<file path="config.mk">
export PLATFORM = sky130hd
export DESIGN_NAME = instr_mem_ctrl_flat
export DESIGN_NICKNAME = d
export VERILOG_FILES = /design/src/rtl/instr_mem_ctrl_if.sv /design/src/rtl/instr_mem_ctrl.sv /design/src/flat_wrapper.sv
export SDC_FILE = /design/constraint.sdc
export NUM_CORES = 1
export LEC_CHECK = 0
export ABC_AREA = 1
export CAP_MARGIN = 20
export CORE_UTILIZATION = 40
export CTS_CLUSTER_DIAMETER = 80
export CTS_CLUSTER_SIZE = 16
export DETAILED_ROUTE_END_ITERATION = 8
export GPL_TIMING_DRIVEN = 0
export PLACE_DENSITY = 0.57
export SLEW_MARGIN = 30
export SYNTH_ARGS = -nofsm -noshare
export SYNTH_HDL_FRONTEND = slang
export SYNTH_SLANG_ARGS = --single-unit
</file>
<file path="constraint.sdc">
create_clock -name clk -period 3.53 [get_ports clk]
set_clock_uncertainty 0.15 [all_clocks]
set_input_delay 0.706 -clock clk [delete_from_list [all_inputs] [get_ports clk]]
set_output_delay 0.706 -clock clk [all_outputs]
set_load 0.05 [all_outputs]
</file>
<file path="src/rtl/instr_mem_ctrl_if.sv">
// Fetch, response and program-load signals shared between the fetch stage and the instruction memory.
// The master drives requests and loads; the slave is the memory controller.
interface instr_mem_ctrl_if #(
    parameter int ADDR_W = 32
);
    logic              req_valid;
    logic              req_ready;
    logic [ADDR_W-1:0] pc;
    logic              rsp_valid;
    logic              rsp_ready;
    logic [31:0]       instr;
    logic              fault_mis;
    logic              fault_rng;
    logic              ld_we;
    logic [ADDR_W-1:0] ld_addr;
    logic [31:0]       ld_data;
    logic              busy;

    modport master (
        output req_valid, pc, rsp_ready, ld_we, ld_addr, ld_data,
        input  req_ready, rsp_valid, instr, fault_mis, fault_rng, busy
    );

    modport slave (
        input  req_valid, pc, rsp_ready, ld_we, ld_addr, ld_data,
        output req_ready, rsp_valid, instr, fault_mis, fault_rng, busy
    );
endinterface

</file>
<file path="src/rtl/instr_mem_ctrl.sv">
// Writable big-endian instruction memory with a registered valid/ready fetch port,
// a word-wide program-load port and a hardware clear sequence after reset.
//
// state | meaning
// ------+------------------------------------------------------------
// CLEAR | writing INIT_WORD to word clr_idx each cycle; no fetch/load
// RUN   | fetches and program loads serviced; left only via reset
module instr_mem_ctrl #(
    parameter int          ADDR_W      = 32,
    parameter int          DEPTH_BYTES = 64,
    parameter logic [31:0] INIT_WORD   = 32'h0000_0000
) (
    input logic             clk,
    input logic             reset,
    instr_mem_ctrl_if.slave bus
);
    localparam int NW = DEPTH_BYTES / 4;
    localparam int AW = $clog2(DEPTH_BYTES);
    localparam int IW = AW - 2;
    localparam logic [ADDR_W-1:0] LAST_ADDR = ADDR_W'(DEPTH_BYTES - 4);
    localparam logic [IW-1:0]     LAST_IDX  = IW'(NW - 1);

    typedef enum logic {
        CLEAR,
        RUN
    } state_t;

    state_t        state;
    state_t        state_nxt;
    logic [IW-1:0] clr_idx;
    logic [31:0]   mem [NW];

    logic          rsp_valid_q;
    logic [31:0]   instr_q;
    logic          mis_q;
    logic          rng_q;

    logic          req_ready_c;
    logic          accept;
    logic          mem_we;
    logic [IW-1:0] mem_idx;
    logic [31:0]   mem_wdata;
    logic          pc_mis;
    logic          pc_rng;
    logic          ld_ok;
    logic          unused_ld_lsb;

    assign pc_mis = |bus.pc[1:0];
    assign pc_rng = bus.pc > LAST_ADDR;
    // Load address low bits are don't-care, so the range test uses the word-aligned address.
    assign ld_ok  = {bus.ld_addr[ADDR_W-1:2], 2'b00} <= LAST_ADDR;
    assign unused_ld_lsb = ^bus.ld_addr[1:0];

    always_ff @(posedge clk) begin
        if (!reset) begin
            state   <= CLEAR;
            clr_idx <= '0;
        end else begin
            state <= state_nxt;
            if (state == CLEAR) begin
                clr_idx <= clr_idx + 1'b1;
            end
        end
    end

    always_comb begin
        state_nxt   = state;
        req_ready_c = 1'b0;
        mem_we      = 1'b0;
        mem_idx     = clr_idx;
        mem_wdata   = INIT_WORD;
        case (state)
            CLEAR: begin
                mem_we = 1'b1;
                if (clr_idx == LAST_IDX) begin
                    state_nxt = RUN;
                end
            end
            RUN: begin
                // A load blocks the fetch port for the cycle so the two never collide on the array.
                req_ready_c = ~bus.ld_we & (~rsp_valid_q | bus.rsp_ready);
                if (bus.ld_we && ld_ok) begin
                    mem_we    = 1'b1;
                    mem_idx   = bus.ld_addr[AW-1:2];
                    mem_wdata = bus.ld_data;
                end
            end
        endcase
    end

    assign accept = bus.req_valid & req_ready_c;

    always_ff @(posedge clk) begin
        if (reset && mem_we) begin
            mem[mem_idx] <= mem_wdata;
        end
    end

    always_ff @(posedge clk) begin
        if (!reset) begin
            rsp_valid_q <= 1'b0;
            instr_q     <= '0;
            mis_q       <= 1'b0;
            rng_q       <= 1'b0;
        end else if (accept) begin
            rsp_valid_q <= 1'b1;
            instr_q     <= (pc_mis || pc_rng) ? 32'h0 : mem[bus.pc[AW-1:2]];
            mis_q       <= pc_mis;
            rng_q       <= pc_rng;
        end else if (bus.rsp_ready) begin
            rsp_valid_q <= 1'b0;
        end
    end

    assign bus.req_ready = req_ready_c;
    assign bus.rsp_valid = rsp_valid_q;
    assign bus.instr     = instr_q;
    assign bus.fault_mis = mis_q;
    assign bus.fault_rng = rng_q;
    assign bus.busy      = (state == CLEAR);
endmodule

</file>
<file path="src/flat_wrapper.sv">
// flat-port wrapper written by rule: the top's interface ports become plain ports
module instr_mem_ctrl_flat 
#(
    parameter int          ADDR_W      = 32,
    parameter int          DEPTH_BYTES = 64,
    parameter logic [31:0] INIT_WORD   = 32'h0000_0000
)
  (clk, reset, bus_req_valid, bus_pc, bus_rsp_ready, bus_ld_we, bus_ld_addr, bus_ld_data, bus_req_ready, bus_rsp_valid, bus_instr, bus_fault_mis, bus_fault_rng, bus_busy);
  instr_mem_ctrl_if #(.ADDR_W(ADDR_W)) bus_i ();
  input logic clk;
  input logic reset;
  input wire logic [$bits(bus_i.req_valid)-1:0] bus_req_valid;
  input wire logic [$bits(bus_i.pc)-1:0] bus_pc;
  input wire logic [$bits(bus_i.rsp_ready)-1:0] bus_rsp_ready;
  input wire logic [$bits(bus_i.ld_we)-1:0] bus_ld_we;
  input wire logic [$bits(bus_i.ld_addr)-1:0] bus_ld_addr;
  input wire logic [$bits(bus_i.ld_data)-1:0] bus_ld_data;
  output wire logic [$bits(bus_i.req_ready)-1:0] bus_req_ready;
  output wire logic [$bits(bus_i.rsp_valid)-1:0] bus_rsp_valid;
  output wire logic [$bits(bus_i.instr)-1:0] bus_instr;
  output wire logic [$bits(bus_i.fault_mis)-1:0] bus_fault_mis;
  output wire logic [$bits(bus_i.fault_rng)-1:0] bus_fault_rng;
  output wire logic [$bits(bus_i.busy)-1:0] bus_busy;
  assign bus_i.req_valid = bus_req_valid;
  assign bus_i.pc = bus_pc;
  assign bus_i.rsp_ready = bus_rsp_ready;
  assign bus_i.ld_we = bus_ld_we;
  assign bus_i.ld_addr = bus_ld_addr;
  assign bus_i.ld_data = bus_ld_data;
  assign bus_req_ready = bus_i.req_ready;
  assign bus_rsp_valid = bus_i.rsp_valid;
  assign bus_instr = bus_i.instr;
  assign bus_fault_mis = bus_i.fault_mis;
  assign bus_fault_rng = bus_i.fault_rng;
  assign bus_busy = bus_i.busy;
  instr_mem_ctrl #(.ADDR_W(ADDR_W), .DEPTH_BYTES(DEPTH_BYTES), .INIT_WORD(INIT_WORD)) u_core (.clk(clk), .reset(reset), .bus(bus_i));
endmodule
</file>
; Word-level counts from Yosys, hierarchy flattened
; Memory sizes are Yosys's and may differ from the RTL's.
; Index checks and enable logic that the tools add are counted.
[totals]
ff_bits = 40
latchBits = 0
ram_bits = 512
rom_bits = 0
output_inout_bits = 37
wordCells = 36
n_memories = 1
[mem_list]
columns = memory, words, width, read_ports, rd_ports_with_merged_regs, write_ports, line_no
row1 = u_core.mem, 16, 32, 1, 0, 1, instr_mem_ctrl.sv:31  ; logic [31:0] mem [NW];
[op_classes]
add_sub_neg = 1
mul = 0
div_mod_pow = 0
magnitude_cmp = 2
eq_ne = 1
shift = 0
n_mux = 14
n_bitwise = 6
n_reduce_logical = 5
[op_table]
columns = cell, count
row1 = $mux 32, 3
row2 = $gt 32x6->1 const B, 1
row3 = $le 32x6->1 const B, 1
row4 = $mux 1, 8
row5 = $mux 4, 2
row6 = $add 4x1->4 const B, 1
row7 = $eq 4x4->1 const B, 1
row8 = $not 1->1, 3
row9 = $and 1x1->1, 2
row10 = $logic_and 1x1->1, 2
row11 = $pmux 1 s2, 1
row12 = $reduce_bool 2->1, 1
row13 = $reduce_or 2->1, 1
row14 = $logic_or 1x1->1, 1
row15 = $or 1x1->1, 1

; Longest topological paths before layout
; Gate-level depths: netlist (run 1).
[depth]
ltp_word = 7
mapped_depth = 12

; Worst setup path after synthesis (run 1)
; No wires, ideal clock.
[synth_timing]
path_kind = input-to-reg
start = in bus_ld_addr[26]
end = mem u_core.mem[0][0] (enable)
setup_ns = 0.421
t_arrival_ns = 2.925
slack_ns = 0.034
path_stages = 11
path_cell_list = inv_1 -> nand2_1 -> nor2_1 -> nand2_1 -> nor2_1 -> nand3_2 -> nand2_1 -> nand2_1 -> inv_2 -> nand2_1 -> nor2_1
[synth_between]
elab_chain_len = 7
word_cells_on_any_way = 9
classes_between = order compare: 1 / mux: 6 / reduce/logical: 2
[synth_lines]
columns = element, line_no
row1 = from (decl), flat_wrapper.sv:16  ; input wire logic [$bits(bus_i.ld_addr)-1:0] bus_ld_addr;
row2 = $le 32x6->1 *, instr_mem_ctrl.sv:51  ; assign ld_ok = {bus.ld_addr[ADDR_W-1:2], 2'b00} <= LAST_ADDR;
row3 = $logic_and 1x1->1 *, instr_mem_ctrl.sv:82  ; if (bus.ld_we && ld_ok) begin
row4 = $mux 1, instr_mem_ctrl.sv:82
row5 = $pmux 1 s2, instr_mem_ctrl.sv:72  ; case (state)
row6 = $logic_and 1x1->1, instr_mem_ctrl.sv:94  ; if (reset && mem_we) begin
row7 = $mux 1, instr_mem_ctrl.sv:94
row8 = $mux 1 (implied by the code), instr_mem_ctrl.sv:95  ; mem[mem_idx] <= mem_wdata;
row9 = to (decl), instr_mem_ctrl.sv:31
; Mark *: on every way between the ends. The rest lies on a longest branch, timed or not.

; Worst setup path after layout (run 1)
[layout_timing]
start = in bus_ld_addr[20]
end = mem u_core.mem[9][18], data pin
[layout_between]
elab_chain_len = 4
[layout_lines]
columns = element, line_no
row1 = $le 32x6->1, instr_mem_ctrl.sv:51
row2 = $logic_and 1x1->1, instr_mem_ctrl.sv:82
row3 = $mux 32, instr_mem_ctrl.sv:82
row4 = $mux 32, instr_mem_ctrl.sv:72
row5 = named net u_core.mem_wdata[18], instr_mem_ctrl.sv:42  ; logic [31:0] mem_wdata;
; The timed path passes the listed nets, and every way through them passes these cells.

==> run_results.csv, run 1 <==
group,metric,value,unit
logic_synthesis,syn-num-nets,2189,
clocking,cts_root_buf,"clkbuf_16",
critical_path,worstPathRequired,3.62,ns
route,wire_per_inst,20.3,µm
floorplanning,die_h,241,µm
clocking,clock_latency,0.58,ns
critical_path,cp-start-kind,"input pin",
clocking,clk_path_buf_depth,3,
critical_path,path_cells,"clkdlybuf4s50_1 -> inv_2 -> nand2_1 -> nor2_1 -> nand2_1 -> nor2_1 -> nand3_2 -> clkbuf_1 -> nor2_2",
sta,post-route-period-util,0.939,
placement,dpl_cell_area,25900,µm²
grt,grt_max_degree,20,
route,vias,15600,
floorplanning,fp-row-count,87,
critical_path,slowest_stage,"nor2_2",
cells_and_area,layout_commonest_cell,"nand2_1",
cells_and_area,area_delta_synth_final,19.4,%
floorplanning,ios,138,
critical_path,reg2regPathDepth,3,
route,first_pass_iters,7,
clocking,cts_max_level,2,
power,powerDensity,455,nW/µm²
grt,overflow,0,
grt,grt_pass1_vias,15100,
worst_hold_path,hp-class,"reg2reg",
floorplanning,fp.coreArea,56500,µm²
clocking,numCtsBuffers,40,
logic_synthesis,yosysSeqAreaShare,0.705,
floorplanning,chipWidth,241,µm
sta,rsz0062_at_grt,"false",
floorplanning,die-area,58300,µm²
critical_path,cp-end-kind,"flip-flop",
logic_synthesis,yosys_warnings,0,
cells_and_area,num_antenna_cells,0,
grt,grt_pass1_wl,93100,µm
cells_and_area,drive_above_1_share,0.121,
clocking,clkSinkCount,552,
logic_synthesis,ys_ff_latch,552,
placement,dpl.hpwl,41900,µm
sta,setup_slack,0.214,ns
grt,antenna_found_initial,1,
route,ant_nets,0,
clocking,cts_tree,"done",
logic_synthesis,synth_cell_types,28,
power,ir_drop,298,µV
route,drt_wl_total,62500,µm
power,p_leak,9.79,nW
critical_path,path_max_fanout,16,
clocking,cts.clk_slew.worst_paths,0.07,ns
placement,gpl.final_weighted_congestion,0.802,
sta,worst_pin_slew,0.987,ns
cells_and_area,final_cell_mix,"743 x nand2_1, 512 x edfxtp_1, 361 x nand3_1, 132 x clkdlybuf4s50_1, 90 x inv_1",
outcome,outcome,"completed",
logic_synthesis,synth_area,22900,µm²
grt,grt_use_total,0.218,
route,drtIter0Drc,1315,
sta,min_period,3.32,ns
critical_path,critPathMaxStageDelay,0.84,ns
sta,finalSetupViolations,0,
sta,hold_viol,0,
worst_hold_path,hold_path_depth,2,
logic_synthesis,avgSynthCellArea,11.0,µm²
power,power.total,12.5,mW
sta,maxSlewViolCount,0,
job,max_cap_viol_count,0,
cells_and_area,final_util,0.485,
critical_path,cp.arrival,3.41,ns
route,viasPerCell,5.05,
placement,port-buffer-count,132,
route,drc,0,
critical_path,worstSetupPathType,"in2reg",
cells_and_area,final_area,27400,µm²
placement,dp_slack,-0.532,ns
logic_synthesis,synthCells,2087,
cells_and_area,final_nets,2404,
sta,relSlewSlack,0.342,
sta,clock.fmax,302,MHz
floorplanning,initial_core_util,0.406,
## through the flow
stage / hold slack [ns] / instances / TNS (ns)
global route: 0.341 / 3088 / 0
CTS: 0.320 / 3066 / 0
finish: 0.320 / 3088 / 0
detailed placement: 0.309 / 2994 / -286.23
floorplan: 0.307 / 2087 / 0
global placement: 0.306 / 2975 / -1272.53
## flip-flops by register name, indices dropped and copies added (netlist names)
signal / cells
u_core.state: 1
u_core.bus.fault_mis: 1
u_core.mem: 512
u_core.bus.instr: 32
u_core.clr_idx: 4
u_core.bus.fault_rng: 1
u_core.bus.rsp_valid: 1
## cell families after synthesis
| logic type | after synthesis | synth area share |
|---|---|---|
| simple gates | 1267 | 0.237 |
| fa+ha+maj | 1 | 0.000546 |
| flops | 552 | 0.705 |
| buf+inv | 216 | 0.0407 |
| compound gates | 51 | 0.0160 |
## final timing paths
path	startpoint	to	slack, ns
worst min-delay path	u_core.bus.instr[31]	u_core.bus.instr[31]	0.32
worst max-delay path	bus_ld_addr[20]	u_core.mem[9][18]	0.21
worst min register to register	u_core.bus.instr[31]	u_core.bus.instr[31]	0.32
worst max register to register	u_core.state	u_core.mem[9][18]	0.82
## power breakdown
group          internal (mW)  switching (mW)  leakage, nW
registers               7.13          0.0222         4.16
logic                  0.323           0.589         5.09
clock network           2.19            2.20        0.550
total                   9.65            2.81         9.79
## layer usage
metal | part of all wire | global-route usage | up-vias | routed length, µm
met5 | 0 | 0 | - | 0
met4 | 0.025 | 0.0627 | 0 | 1540
met3 | 0.061 | 0.0319 | 84 | 3840
met2 | 0.47 | 0.356 | 507 | 29500
met1 | 0.44 | 0.304 | 7493 | 27600
li1 | - | - | 7522 | -
## cell usage after synthesis (all sizes together)
| library cell | count | area, µm² |
|---|---|---|
| buf | 82 | 428 |
| or2 | 1 | 6.26 |
| nor3 | 2 | 21.3 |
| nor2 | 123 | 467 |
| edfxtp | 512 | 15400 |
| ha | 1 | 12.5 |
| dfxtp | 40 | 801 |
| inv | 102 | 385 |
| and2 | 2 | 12.5 |
| nand3 | 391 | 2110 |
| a21oi | 37 | 294 |
| clkbuf | 32 | 120 |
| nand3b | 2 | 15.0 |
| a211oi | 1 | 7.51 |
| o21ai | 13 | 65.1 |
| nand4 | 3 | 25.0 |
| nand2 | 743 | 2790 |
## area by class of cell
| class | instances | area [µm²] |
|---|---|---|
| Timing Repair Buffer | 173 | 2160 |
| Buffer | 114 | 549 |
| Clock buffer | 68 | 1130 |
| Tap cell | 756 | 946 |
| Multi-Input combinational cell | 1319 | 6010 |
| Fill cell | 5085 | 29100 |
| Sequential cell | 552 | 16200 |
| Clock inverter | 4 | 30.0 |
| Inverter | 102 | 385 |
## critical path, delay by kind of cell
family	cells	cell delay [ns]
buf+inv	3	1.04
simple gates	6	1.64
## timing repair
item,CTS,global route
gates resized for setup,0,3
endpoints found under the setup margin,0,218
buffers inserted,0,22
hold buffers,0,0
Note: power is estimated with default switching activity, not from simulation.
==> inputs of run 2 (changes only) <==
--- a/config.mk
+++ b/config.mk
@@ -12,7 +12,9 @@
 export CTS_CLUSTER_SIZE = 16
 export DETAILED_ROUTE_END_ITERATION = 8
 export GPL_TIMING_DRIVEN = 0
+export MAX_ROUTING_LAYER = met4
 export PLACE_DENSITY = 0.57
+export SKIP_LAST_GASP = 1
 export SLEW_MARGIN = 30
 export SYNTH_ARGS = -nofsm -noshare
 export SYNTH_HDL_FRONTEND = slang
==> run 2 against run 1 <==
Cell area is the same; register-to-register slack is essentially flat; largest power group unchanged; routed wire length is essentially flat; critical path type unchanged; via count grew 0.54%; sequential cell count is the same; clock power is essentially flat; global-route usage grew 0.68 points; cell count is the same.
==> run_results.csv, run 2 (synthesis results as in run 1) <==
group,metric,value,unit
sta,totalNegativeSetupSlack,0,ns
sta,post-route-period-util,0.936,
route,wire_per_inst,20.3,µm
critical_path,cp.arrival,3.40,ns
sta,worst_pin_slew,0.980,ns
critical_path,cp-end-kind,"flip-flop",
grt,overflow,0,
grt,groute.layer.met2.usage,0.356,
cells_and_area,final_cell_mix,"743 x nand2_1, 512 x edfxtp_1, 361 x nand3_1, 132 x clkdlybuf4s50_1, 90 x inv_1",
sta,hold_viol,0,
route,drt_wl_total,62600,µm
grt,grt_use_total,0.225,
route,vias,15700,
clocking,cts.clk_slew.worst_paths,0.07,ns
critical_path,reg2regPathDepth,6,
outcome,outcome,"completed",
worst_hold_path,hp-class,"reg2reg",
critical_path,worstPathRequired,3.62,ns
grt,grt_pass1_vias,15100,
clocking,numCtsBuffers,40,
route,ant_nets,0,
power,ir_drop,298,µV
sta,min_period,3.30,ns
grt,grt_pass1_wl,93100,µm
cells_and_area,layout_commonest_cell,"nand2_1",
grt,antenna_found_initial,1,
floorplanning,ios,138,
grt,met3_usage,0.0296,
sta,fin_hold_ws,0.320,ns
grt,grt_busiest_layer,"met2",
clocking,clkSinkCount,552,
sta,relSlewSlack,0.347,
clocking,cts_tree,"done",
clocking,cts_root_buf,"clkbuf_16",
cells_and_area,drive_above_1_share,0.121,
worst_hold_path,hold_path_depth,2,
clocking,clock_latency,0.58,ns
sta,maxSlewViolCount,0,
route,viasPerCell,5.08,
sta,clock.fmax,303,MHz
job,max_cap_viol_count,0,
route,drtIter0Drc,1412,
critical_path,path_max_fanout,16,
floorplanning,chipWidth,241,µm
floorplanning,fp.coreArea,56500,µm²
floorplanning,die_h,241,µm
placement,dpl_cell_area,25900,µm²
grt,grt_use_met1,0.305,
cells_and_area,final_nets,2404,
route,first_pass_iters,6,
cells_and_area,area_delta_synth_final,19.4,%
floorplanning,fp-row-count,87,
clocking,cts_max_level,2,
clocking,cts-hold-fix-buffers,0,
placement,port-buffer-count,132,
cells_and_area,largest_register_ffs,512,
critical_path,cp-start-kind,"input pin",
route,drc,0,
critical_path,rrSetupSlack,0.82,ns
placement,dpl.hpwl,41900,µm
power,powerDensity,455,nW/µm²
floorplanning,die-area,58300,µm²
cells_and_area,regMostFlops,"u_core.mem",
placement,gpl.final_weighted_congestion,0.814,
clocking,clk_path_buf_depth,3,
grt,grt_max_degree,20,
cells_and_area,final_area,27400,µm²
sta,rsz0062_at_grt,"false",
critical_path,worstSetupPathType,"in2reg",
cells_and_area,num_antenna_cells,0,
floorplanning,initial_core_util,0.406,
sta,finalSetupViolations,0,
power,p_leak,9.79,nW
-- run 2: cell counts in the layout (fill, tap and decap cells not counted) --
No cell type changed its count.
-- run 2: layer usage --
layer / up-vias / wire (µm)
li1: 7516 / -
met2: 548 / 29500
met4: 0 / 1530
met3: 78 / 3960
met1: 7549 / 27600
met5: - / 0
-- run 2: per-stage QoR --
| step | setup WS [ns] | std cells | power, mW | util |
|---|---|---|---|---|
| 6_report | 0.227 | 3088 | 12.5 | 0.485 |
| 5_1_grt | 0.00236 | 3088 | 12.9 | 0.485 |
| 4_1_cts | 0.0442 | 3066 | 12.5 | 0.479 |
| 3_5_place_dp | -0.532 | 2994 | 8.20 | 0.458 |
| 3_3_place_gp | -2.54 | 2975 | 8.15 | 0.446 |
| 2_1_floorplan | 0.0339 | 2087 | 7.79 | - |
-- run 2: report_power, final --
| group | internal (mW) | leakage, nW | switching, mW |
|---|---|---|---|
| Clock | 2.19 | 0.550 | 2.20 |
| Sequential | 7.13 | 4.16 | 0.0222 |
| Combinational | 0.323 | 5.09 | 0.589 |
| Total | 9.65 | 9.79 | 2.82 |
-- run 2: cell type report --
class                      instances  area, µm²
buffer                           114        549
clock buffer                      68       1130
clock inverter                     4       30.0
fill                            5085      29100
inverter                         102        385
multi-input combinational       1319       6010
sequential                       552      16200
tap                              756        946
timing repair buffer             173       2160
-- run 2: path summary, 6_finish.rpt --
path	from	to
worst max-delay path	bus_ld_addr[20]	u_core.mem[8][18]
worst min-delay path	u_core.bus.instr[31]	u_core.bus.instr[31]
worst max register to register	u_core.state	u_core.mem[15][6]
worst min register to register	u_core.bus.instr[31]	u_core.bus.instr[31]
-- run 2: repair_timing --
| item | in CTS | in global routing |
|---|---|---|
| hold endpoints to repair | 0 | 0 |
| buffers inserted | 0 | 22 |
| resized for setup | 0 | 3 |
| setup endpoints to repair | 0 | 218 |
-- run 2: worst max-delay path, stage by stage --
cell	delay, ns
clkdlybuf4s50_1	0.44
inv_2	0.07
nand2_1	0.05
nor2_1	0.15
nand2_1	0.07
nor2_1	0.12
nand3_2	0.39
clkbuf_1	0.54
nor2_2	0.85
==> inputs of run 3 (changes only) <==
--- a/config.mk
+++ b/config.mk
@@ -13,7 +13,7 @@
 export DETAILED_ROUTE_END_ITERATION = 8
 export GPL_TIMING_DRIVEN = 0
 export MAX_ROUTING_LAYER = met4
-export PLACE_DENSITY = 0.57
+export PLACE_DENSITY = 0.54
 export SKIP_LAST_GASP = 1
 export SLEW_MARGIN = 30
 export SYNTH_ARGS = -nofsm -noshare
==> constraint.sdc (replaced) <==
create_clock -name clk -period 3.1 [get_ports clk]
set_clock_uncertainty 0.15 [all_clocks]
set_input_delay 0.62 -clock clk [delete_from_list [all_inputs] [get_ports clk]]
set_output_delay 0.62 -clock clk [all_outputs]
set_load 0.05 [all_outputs]
==> run 3 against run 2 <==
Sequential share of layout area up 0.081 points; cell area fell by 0.14%; worst setup slack worse by 0.14 ns; cell count is essentially flat.
==> run_results.csv, run 3 (synthesis results as in run 1) <==
group,metric,value,unit
outcome,outcome,"completed",
grt,overflow,0,
floorplanning,die-area,58300,µm²
floorplanning,fp-row-count,87,
worst_hold_path,hp-class,"reg2reg",
clocking,numCtsBuffers,40,
power,p_comb_frac,0.072,
grt,grt_max_degree,21,
clocking,clkSinkCount,552,
sta,totalNegativeSetupSlack,0,ns
placement,port-buffer-count,132,
critical_path,cp.arrival,3.12,ns
route,drt_wl_total,60900,µm
sta,worst_pin_slew,1.03,ns
sta,relSlewSlack,0.313,
cells_and_area,drive_above_1_share,0.123,
cells_and_area,largest_register_ffs,512,
floorplanning,initial_core_util,0.406,
floorplanning,die_h,241,µm
sta,clock.fmax,332,MHz
cells_and_area,final_cell_mix,"743 x nand2_1, 512 x edfxtp_1, 361 x nand3_1, 131 x clkdlybuf4s50_1, 90 x inv_1",
sta,rsz0062_at_grt,"true",
cells_and_area,area_delta_synth_final,19.3,%
power,powerDensity,519,nW/µm²
power,seqPwrFrac,0.574,
clocking,cts_tree,"done",
cells_and_area,layout_commonest_cell,"nand2_1",
route,drtIter0Drc,1222,
route,first_pass_iters,5,
critical_path,worstSetupPathType,"in2reg",
power,ir_drop,353,µV
route,ant_nets,0,
clocking,cts.clk_slew.worst_paths,0.07,ns
critical_path,worstPathRequired,3.21,ns
floorplanning,ios,138,
route,wire_per_inst,19.7,µm
floorplanning,fp.coreArea,56500,µm²
placement,dpl.hpwl,42300,µm
grt,grt_pass1_wl,92600,µm
route,viasPerCell,5.04,
sta,min_period,3.01,ns
clocking,cts_root_buf,"clkbuf_16",
cells_and_area,regMostFlops,"u_core.mem",
critical_path,cp-end-kind,"flip-flop",
grt,antenna_found_initial,1,
sta,post-route-period-util,0.971,
power,p_clk_frac,0.353,
power,power.internal,11.0,mW
clocking,cts-hold-fix-buffers,0,
power,netSwitchingPower,3.19,mW
grt,grt_pass1_vias,15200,
grt,grt_use_total,0.222,
route,drc,0,
cells_and_area,n_fill_cell,5109,
critical_path,cp-start-kind,"input pin",
power,swShare,0.225,
clocking,clock_latency,0.58,ns
sta,setup_slack,0.0912,ns
clocking,cts_max_level,2,
critical_path,path_max_fanout,16,
route,vias,15600,
cells_and_area,post_layout_nonfiller_instances,3087,
floorplanning,chipWidth,241,µm
cells_and_area,final_nets,2404,
sta,hold_viol,0,
power,p_leak,9.80,nW
clocking,clk_path_buf_depth,3,
cells_and_area,final_area,27300,µm²
placement,dpl_cell_area,25900,µm²
placement,gpl.final_weighted_congestion,0.796,
sta,maxSlewViolCount,0,
placement,placedCellCount,2997,
placement,dp_slack,-0.756,ns
sta,finalSetupViolations,0,
cells_and_area,final_util,0.484,
job,max_cap_viol_count,0,
[run 3: what timing repair did]
action,in CTS,in global routing
setup endpoints to repair,181,384
pin swaps,2,12
cloned,0,0
endpoints found under the hold margin,0,0
setup buffers,1,18
resized for setup,4,6
[run 3: metrics by stage]
step,total power [mW],hold slack (ns)
2_1_floorplan,8.87,0.307
3_3_place_gp,9.27,0.305
3_5_place_dp,9.33,0.298
4_1_cts,14.3,0.319
5_1_grt,14.6,0.333
6_report,14.2,0.316
[run 3: final timing paths]
| kind | depth (start not counted) | to | slack (ns) | start |
|---|---|---|---|---|
| worst max-delay path | 9 | u_core.mem[0][22] | 0.09 | bus_ld_addr[20] |
| worst min-delay path | 2 | u_core.bus.fault_mis | 0.32 | u_core.bus.fault_mis |
| worst max register to register | 3 | u_core.mem[0][22] | 0.60 | u_core.state |
| worst min register to register | 2 | u_core.bus.fault_mis | 0.32 | u_core.bus.fault_mis |
[run 3: layout make-up]
class / instances / area (µm²) / share of cell area
Antenna cell: 1 / 2.50 / 0.0000915
Buffer: 114 / 552 / 0.0202
Clock buffer: 69 / 1140 / 0.0417
Clock inverter: 1 / 8.76 / 0.000320
Inverter: 102 / 385 / 0.0141
Multi-Input combinational cell: 1319 / 6020 / 0.220
Sequential cell: 552 / 16200 / 0.591
Tap cell: 756 / 946 / 0.0346
Timing Repair Buffer: 173 / 2120 / 0.0774
[run 3: critical path, cell delays in order]
cell	delay, ns
clkdlybuf4s50_1	0.43
inv_2	0.07
nand2_1	0.05
nor2_1	0.14
nand2_1	0.08
nor2_1	0.13
nand3_2	0.29
clkbuf_1	0.52
nor2_2	0.78
[run 3: power by group through the flow]
stage | registers [mW] | logic (mW) | clock network [mW]
after CTS | 8.15 | 1.02 | 5.11
final | 8.15 | 1.02 | 5.01
after global routing | 8.15 | 1.15 | 5.35
after detailed placement | 8.32 | 1.02 | 0
after floorplan | 8.31 | 0.560 | 0
after global placement | 8.32 | 0.947 | 0
[run 3: metal layers]
layer	part of all wire	track usage
met1	0.45	0.297
met2	0.47	0.351
met3	0.055	0.0269
met4	0.030	0.0736
met5	0	-
